==> config.mk <==
export PLATFORM = sky130hd
export DESIGN_NAME = uart_rx_core
export DESIGN_NICKNAME = d
export VERILOG_FILES = /design/src/rtl/uart_rx_pkg.sv /design/src/rtl/uart_rx_fifo.sv /design/src/rtl/uart_rx_core.sv
export SDC_FILE = /design/constraint.sdc
export NUM_CORES = 1
export LEC_CHECK = 0
export BUFFER_PORTS_ARGS = -buffer_cell sky130_fd_sc_hd__buf_4
export CAP_MARGIN = 5
export CORE_MARGIN = 2
export CORE_UTILIZATION = 60
export CTS_CLUSTER_SIZE = 20
export DETAILED_ROUTE_END_ITERATION = 8
export PLACE_DENSITY = 0.79
export SYNTH_ARGS = -nofsm -noshare
export SYNTH_HDL_FRONTEND = slang
export SYNTH_SLANG_ARGS = --single-unit
==> constraint.sdc <==
create_clock -name clk_in -period 2.56 [get_ports clk_in]
set_input_delay 0.384 -clock clk_in [delete_from_list [all_inputs] [get_ports clk_in]]
set_output_delay 0.384 -clock clk_in [all_outputs]
set_load 0.005 [all_outputs]
==> src/rtl/uart_rx_pkg.sv <==
`default_nettype none
// ============================================================================
// Module      : uart_rx_pkg
// Description : Shared state encoding and constants for the UART receiver.
//               PARITY is always part of the encoding; it is only reached
//               when UART_RX_PARITY_EN is defined.
// Revision    : 1.0 - initial release
// ============================================================================
package uart_rx_pkg;

    localparam int UART_DATA_BITS = 8;
    localparam int SYNC_STAGES    = 2;

    typedef enum logic [2:0] {
        IDLE   = 3'd0,
        START  = 3'd1,
        DATA   = 3'd2,
        PARITY = 3'd3,
        STOP   = 3'd4,
        BREAK  = 3'd5
    } rx_state_t;

endpackage
`default_nettype wire

==> src/rtl/uart_rx_fifo.sv <==
`default_nettype none
// ============================================================================
// Module      : uart_rx_fifo
// Description : Small synchronous receive FIFO with one extra pointer bit to
//               tell full from empty. A push while full is accepted only
//               when a pop frees a slot in the same cycle.
// Revision    : 1.0 - initial release
// ============================================================================
module uart_rx_fifo #(
    parameter int FIFO_DEPTH = 4,
    parameter int DATA_W     = 8
) (
    input  logic                         clk,
    input  logic                         rst,
    input  logic                         i_push,
    input  logic [DATA_W-1:0]            i_push_data,
    input  logic                         i_pop,
    output logic [DATA_W-1:0]            o_head_data,
    output logic                         o_empty,
    output logic                         o_full,
    output logic [$clog2(FIFO_DEPTH):0]  o_level
);

    localparam int c_addr_w = $clog2(FIFO_DEPTH);

    logic [c_addr_w:0] r_wr_ptr;
    logic [c_addr_w:0] r_rd_ptr;
    logic [DATA_W-1:0] r_mem [FIFO_DEPTH];
    logic              w_pop;
    logic              w_wr_en;

    assign o_empty     = (r_wr_ptr == r_rd_ptr);
    assign o_full      = (r_wr_ptr[c_addr_w] != r_rd_ptr[c_addr_w]) &&
                         (r_wr_ptr[c_addr_w-1:0] == r_rd_ptr[c_addr_w-1:0]);
    assign w_pop       = i_pop & ~o_empty;
    // A simultaneous pop makes room, so full only blocks a lone push
    assign w_wr_en     = i_push & (~o_full | w_pop);
    assign o_level     = r_wr_ptr - r_rd_ptr;
    assign o_head_data = r_mem[r_rd_ptr[c_addr_w-1:0]];

    // Pointer update for accepted pushes and pops
    always_ff @(posedge clk or posedge rst) begin
        if (rst) begin
            r_wr_ptr <= '0;
            r_rd_ptr <= '0;
        end else begin
            if (w_wr_en) r_wr_ptr <= r_wr_ptr + 1'b1;
            if (w_pop)   r_rd_ptr <= r_rd_ptr + 1'b1;
        end
    end

    // Storage write; cleared on reset so the head reads 0 while empty
    always_ff @(posedge clk or posedge rst) begin
        if (rst) begin
            for (int i = 0; i < FIFO_DEPTH; i++) r_mem[i] <= '0;
        end else if (w_wr_en) begin
            r_mem[r_wr_ptr[c_addr_w-1:0]] <= i_push_data;
        end
    end

endmodule
`default_nettype wire

==> src/rtl/uart_rx_core.sv <==
`default_nettype none
// ============================================================================
// Module      : uart_rx_core
// Description : 8N1 UART receiver: two-flop input synchroniser, mid-bit
//               sampling FSM, receive FIFO with valid/ready read side and
//               single-cycle framing/overrun (and optional parity) pulses.
//               Define UART_RX_PARITY_EN for 8E1 frames with parity check.
// Revision    : 1.0 - initial release
// ============================================================================
module uart_rx_core
    import uart_rx_pkg::*;
#(
    parameter int CLK_PER_BIT = 868,
    parameter int FIFO_DEPTH  = 4
) (
    input  logic                         clk_in,
    input  logic                         arst,
    input  logic                         uart_rx,
    output logic [7:0]                   rx_data,
    output logic                         rx_valid,
    input  logic                         rx_ready,
    output logic [$clog2(FIFO_DEPTH):0]  rx_level,
    output logic                         frame_err,
    output logic                         overrun_err,
    output logic                         parity_err
);

    localparam int c_cyc_w = $clog2(CLK_PER_BIT);
    localparam int c_bit_w = $clog2(UART_DATA_BITS);
    localparam logic [c_cyc_w-1:0] c_half_last = c_cyc_w'(CLK_PER_BIT/2 - 1);
    localparam logic [c_cyc_w-1:0] c_bit_last  = c_cyc_w'(CLK_PER_BIT - 1);
    localparam logic [c_cyc_w-1:0] c_cyc_one   = c_cyc_w'(1);
    localparam logic [c_bit_w-1:0] c_last_bit  = c_bit_w'(UART_DATA_BITS - 1);

    logic [SYNC_STAGES-1:0]    r_sync;
    logic                      w_rx_s;
    rx_state_t                 r_state, w_state_nxt;
    logic [c_cyc_w-1:0]        r_cyc, w_cyc_nxt;
    logic [c_bit_w-1:0]        r_bit, w_bit_nxt;
    logic [UART_DATA_BITS-1:0] r_shift, w_shift_nxt;
    logic                      w_push;
    logic                      w_frame_det;
    logic                      w_overrun_det;
    logic                      w_fifo_empty;
    logic                      w_fifo_full;
    logic                      r_frame_err;
    logic                      r_overrun_err;
`ifdef UART_RX_PARITY_EN
    logic                      r_par_bad, w_par_bad_nxt;
    logic                      w_parity_det;
    logic                      r_parity_err;
`endif

    // Bring the asynchronous line into clk_in; idle level is high
    always_ff @(posedge clk_in or posedge arst) begin
        if (arst) r_sync <= '1;
        else      r_sync <= {r_sync[SYNC_STAGES-2:0], uart_rx};
    end

    assign w_rx_s = r_sync[SYNC_STAGES-1];

    // FSM state, bit-timing counter, bit index and shift register
    always_ff @(posedge clk_in or posedge arst) begin
        if (arst) begin
            r_state <= IDLE;
            r_cyc   <= '0;
            r_bit   <= '0;
            r_shift <= '0;
        end else begin
            r_state <= w_state_nxt;
            r_cyc   <= w_cyc_nxt;
            r_bit   <= w_bit_nxt;
            r_shift <= w_shift_nxt;
        end
    end

`ifdef UART_RX_PARITY_EN
    // Remembers a parity failure so the byte is dropped at the stop bit
    always_ff @(posedge clk_in or posedge arst) begin
        if (arst) r_par_bad <= 1'b0;
        else      r_par_bad <= w_par_bad_nxt;
    end
`endif

    // Next-state logic: start-bit qualify at half bit, then full-bit sampling
    always_comb begin
        w_state_nxt = r_state;
        w_cyc_nxt   = r_cyc + c_cyc_one;
        w_bit_nxt   = r_bit;
        w_shift_nxt = r_shift;
        w_push      = 1'b0;
        w_frame_det = 1'b0;
`ifdef UART_RX_PARITY_EN
        w_par_bad_nxt = r_par_bad;
        w_parity_det  = 1'b0;
`endif
        case (r_state)
            IDLE: begin
                w_cyc_nxt = '0;
`ifdef UART_RX_PARITY_EN
                w_par_bad_nxt = 1'b0;
`endif
                if (!w_rx_s) w_state_nxt = START;
            end
            START: begin
                if (r_cyc == c_half_last) begin
                    w_cyc_nxt = '0;
                    if (!w_rx_s) begin
                        w_state_nxt = DATA;
                        w_bit_nxt   = '0;
                    end else begin
                        // Line went back high before mid start bit: glitch
                        w_state_nxt = IDLE;
                    end
                end
            end
            DATA: begin
                if (r_cyc == c_bit_last) begin
                    w_cyc_nxt   = '0;
                    w_shift_nxt = {w_rx_s, r_shift[UART_DATA_BITS-1:1]};
                    if (r_bit == c_last_bit) begin
                        w_bit_nxt = '0;
`ifdef UART_RX_PARITY_EN
                        w_state_nxt = PARITY;
`else
                        w_state_nxt = STOP;
`endif
                    end else begin
                        w_bit_nxt = r_bit + 1'b1;
                    end
                end
            end
`ifdef UART_RX_PARITY_EN
            PARITY: begin
                if (r_cyc == c_bit_last) begin
                    w_cyc_nxt   = '0;
                    w_state_nxt = STOP;
                    // Even parity: data bits plus parity bit must XOR to 0
                    if (^{r_shift, w_rx_s}) begin
                        w_parity_det  = 1'b1;
                        w_par_bad_nxt = 1'b1;
                    end
                end
            end
`endif
            STOP: begin
                if (r_cyc == c_bit_last) begin
                    w_cyc_nxt = '0;
                    if (w_rx_s) begin
`ifdef UART_RX_PARITY_EN
                        w_push = ~r_par_bad;
`else
                        w_push = 1'b1;
`endif
                        w_state_nxt = IDLE;
                    end else begin
                        w_frame_det = 1'b1;
                        w_state_nxt = BREAK;
                    end
                end
            end
            BREAK: begin
                // Wait out a held-low line so a break gives one error only
                w_cyc_nxt = '0;
                if (w_rx_s) w_state_nxt = IDLE;
            end
            default: begin
                w_cyc_nxt   = '0;
                w_state_nxt = IDLE;
            end
        endcase
    end

    uart_rx_fifo #(
        .FIFO_DEPTH (FIFO_DEPTH),
        .DATA_W     (UART_DATA_BITS)
    ) u_fifo (
        .clk         (clk_in),
        .rst         (arst),
        .i_push      (w_push),
        .i_push_data (r_shift),
        .i_pop       (rx_ready),
        .o_head_data (rx_data),
        .o_empty     (w_fifo_empty),
        .o_full      (w_fifo_full),
        .o_level     (rx_level)
    );

    assign rx_valid = ~w_fifo_empty;

    // A byte is lost only when full and no pop frees a slot this cycle
    assign w_overrun_det = w_push & w_fifo_full & ~(rx_valid & rx_ready);

    // Error detections registered into one-cycle pulses
    always_ff @(posedge clk_in or posedge arst) begin
        if (arst) begin
            r_frame_err   <= 1'b0;
            r_overrun_err <= 1'b0;
        end else begin
            r_frame_err   <= w_frame_det;
            r_overrun_err <= w_overrun_det;
        end
    end

    assign frame_err   = r_frame_err;
    assign overrun_err = r_overrun_err;

`ifdef UART_RX_PARITY_EN
    // Parity mismatch pulse, aligned like the other error pulses
    always_ff @(posedge clk_in or posedge arst) begin
        if (arst) r_parity_err <= 1'b0;
        else      r_parity_err <= w_parity_det;
    end

    assign parity_err = r_parity_err;
`else
    assign parity_err = 1'b0;
`endif

endmodule
`default_nettype wire
==> reports/results.txt <==
Status - completed
WL/cell - 16.8 um
Ys async rst share - 100%
Setup Total Neg Slack - 0 ns
DRT Wirelength - 5510 um
Nets - 270
Root Buffer - clkbuf_8
Yosys warnings - 0
CP Capture Type - output pin
CTS Sinks - 66
Initial Util - 62.2%
IO buf count - 17
Crit-path cells - inv_1 > ha_1 > fa_1 > xnor2_1 > buf_4
Xor and xnor area share after synthesis - 3.86%
Post-CTS Setup Bufs - 0
Fmax - 464 MHz
Count of cell types in the netlist - 46
Synth Instances - 229
Avg Cell Area, Syn - 13.9 um^2
Vias in the first global route - 1898
Startpoint Class - register
Top-area cell type share of the netlist area - 50.5%
Ratio of cells with drive above 1 in the final layout - 37.1%
Hold Fails Final Rpt - 0
Min Hold Slack - 0.119 ns
Main combinational cell family by area after synthesis - multiplexers
Final Cycle Share - 84.3%
Worst hold-check path type - in -> async
Detailed-router iteration count before antenna repair - 4
Total gr overflow - 0
Maximum vdd drop - 0.000315 V
Post-DP HPWL - 3580 um
CP Data Arrival Time - 1.77 ns
H-tree levels - 3
TritonCTS Buffers - 9
Largest area contributor in the netlist - dfrtp_1
Clk_skew - 0.00802 ns
All-Layer GR Usage - 20.8%
Hold_buf cts - 0
Power Density - 516 nW/um^2
Drt drc - 0
Layout area overhead - 11.9%
First-pass GRT wire length - 9410 um
DRT iter0 DRCs - 116
Clock transition at path regs - 0.07 ns
CTS tree - built
Synth Area in Compound Gates - 3.74%
Die X - 76.7 um
Row cnt - 26
Synth Area in Simple Gates - 11.4%
DRT antenna net count - 0
Slowest cell on crit path - fa_1
Maxcap violations - 0
Post_cts resized - 0
Vias per cell - 5.66
Slew @ Worst Pin - 0.690 ns
RePlAce Congestion - 0.833
Family with the most delay on the worst path - adder cells
Ys flop type - dfrtp_1
# setup viols final - 0
Initial antenna violation count - 0
Number of synthesized flops with an enable pin - 0
WP data required - 2.18 ns
Unrepaired setup endpoints after global routing - no
Synth top area cells - dfrtp_1, mux2_2, mux4_2
Reg2Reg Setup Slack - 0.54 ns
Max Slew Vio Count - 0
Max incr delay on CP - 0.43 ns
Largest net degree at the start of global routing - 67
Core outline area - 5110 um^2
Maximum fanout along the worst path - 4
Vias - 1862
Syn_nets - 245
Die Area - 5890 um^2
Final Critical Period - 2.16 ns
IO Pins - 19
Post-Syn Area - 3170 um^2
Leakage - 1.73 nW
DIE HEIGHT - 76.7 um
Slew headroom - 53.7%
Part of the Yosys area used for sequential elements - 52.1%
WS Path Type - reg -> out
Mux cell area share after synthesis - 20.8%
Worst path bufs/invs - 2
Worst skew pair latency - 0.34 ns
Number of synthesized register bits - 66
Post-Synth Adder-Cell Area - 4.97%
# diodes - 0
Clk buf depth - 2
where the power goes:
part           internal (mW)  switching, mW  leakage (nW)
Clock                  0.372          0.384        0.0851
Combinational        0.00789         0.0228         0.740
Sequential              1.05        0.00183         0.901
Total                   1.43          0.408          1.73
synthesized netlist by cell type, drive strengths merged, types with 2 or more instances:
cell / n
and4: 2
dfrtp: 64
and2: 2
clkbuf: 2
inv: 10
o211a: 2
nand3: 12
nor2: 12
xor2: 6
mux2: 42
nor3: 2
buf: 6
dfstp: 2
a22o: 4
nand2: 6
nor2b: 3
ha: 11
xnor2: 8
nor4b: 2
mux4: 8
o21ai: 3
and3: 2
a21oi: 2
nand4: 2
routing by layer:
layer / vias to the layer above / track usage [%] / routed length [um]
li1: 870 / - / -
met1: 950 / 29.4 / 2650
met2: 36 / 30.3 / 2600
met3: 6 / 7.06 / 208
met4: 0 / 7.27 / 56
met5: - / 0 / 0
final cells by class:
cell class,instances,area (um^2)
clock buffer,11,141
clock inverter,5,30.0
fill,366,1550
multi-input combinational,145,1430
inverter,10,37.5
sequential,66,1650
tap,70,87.6
timing repair buffer,22,178
placed cells by master, fill, tap and decap left out, types with 2 or more instances in the layout:
cell type   synthesis  layout
inv_1              10       9
nor2_1             12      12
buf_4               3      21
xor2_1              6       6
mux2_4              2       2
dfrtp_1            64      64
nor2b_1             3       3
nand3_1             8       8
and3_1              2       2
clkbuf_8            0      10
xnor2_1             8       8
clkinvlp_4          0       2
nand4_1             2       2
o21ai_0             2       2
mux2_2             39      39
and4_1              2       2
a21oi_1             2       2
nor3_1              2       2
nand3_4             4       4
nand2_1             6       6
clkinv_2            0       3
dfstp_2             2       2
a22o_1              4       4
o211a_1             2       2
mux4_2              8       8
ha_1               11      11
tightest hold or removal path, stage by stage:
cell and delay, ns:
buf_4 0.11, inv_2 0.05, buf_12 0.31
registers in the layout (all words and copies together) (netlist names):
signal,cells
r_shift,8
r_cyc,10
r_bit,3
overrun_err,1
r_state,3
u_fifo.r_wr_ptr,3
u_fifo.r_rd_ptr,3
r_sync,2
frame_err,1
u_fifo.r_mem,32
path summary, 6_finish.rpt:
path	start	endpoint	cells after the start
worst max-delay path	u_fifo.r_wr_ptr[0]	rx_level[2]	5
worst min-delay path	arst	r_bit[0]	3
worst max register to register	u_fifo.r_wr_ptr[0]	u_fifo.r_mem[0]	6
worst min register to register	r_sync[0]	r_sync[1]	0
max in group asynchronous	arst	r_sync[0]	3
min in group clk_in	uart_rx	r_sync[0]	1
metrics by stage:
stage               worst slack, ns  utilization [%]  area, um^2  power (mW)  instances
floorplan                     0.482                -        3170        1.09        229
finish                        0.403             69.6        3550        1.83        329
global route                  0.282             69.6        3550        1.90        329
global placement              0.575             66.2        3380        1.10        313
detailed placement            0.559             66.2        3380        1.10        313
CTS                           0.391             69.6        3550        1.86        329
cells by family (layout without fill, tap and decap cells):
group	after synthesis	after routing
flip-flops	66	66
AND/OR/NAND/NOR	52	52
multiplexers	50	50
buffers and inverters	18	48
AO/OA/AOI/OAI	16	16
XOR/XNOR	14	14
adder cells (fa/ha/maj)	12	12
other	1	1
Note: power is estimated with default switching activity, not from simulation.
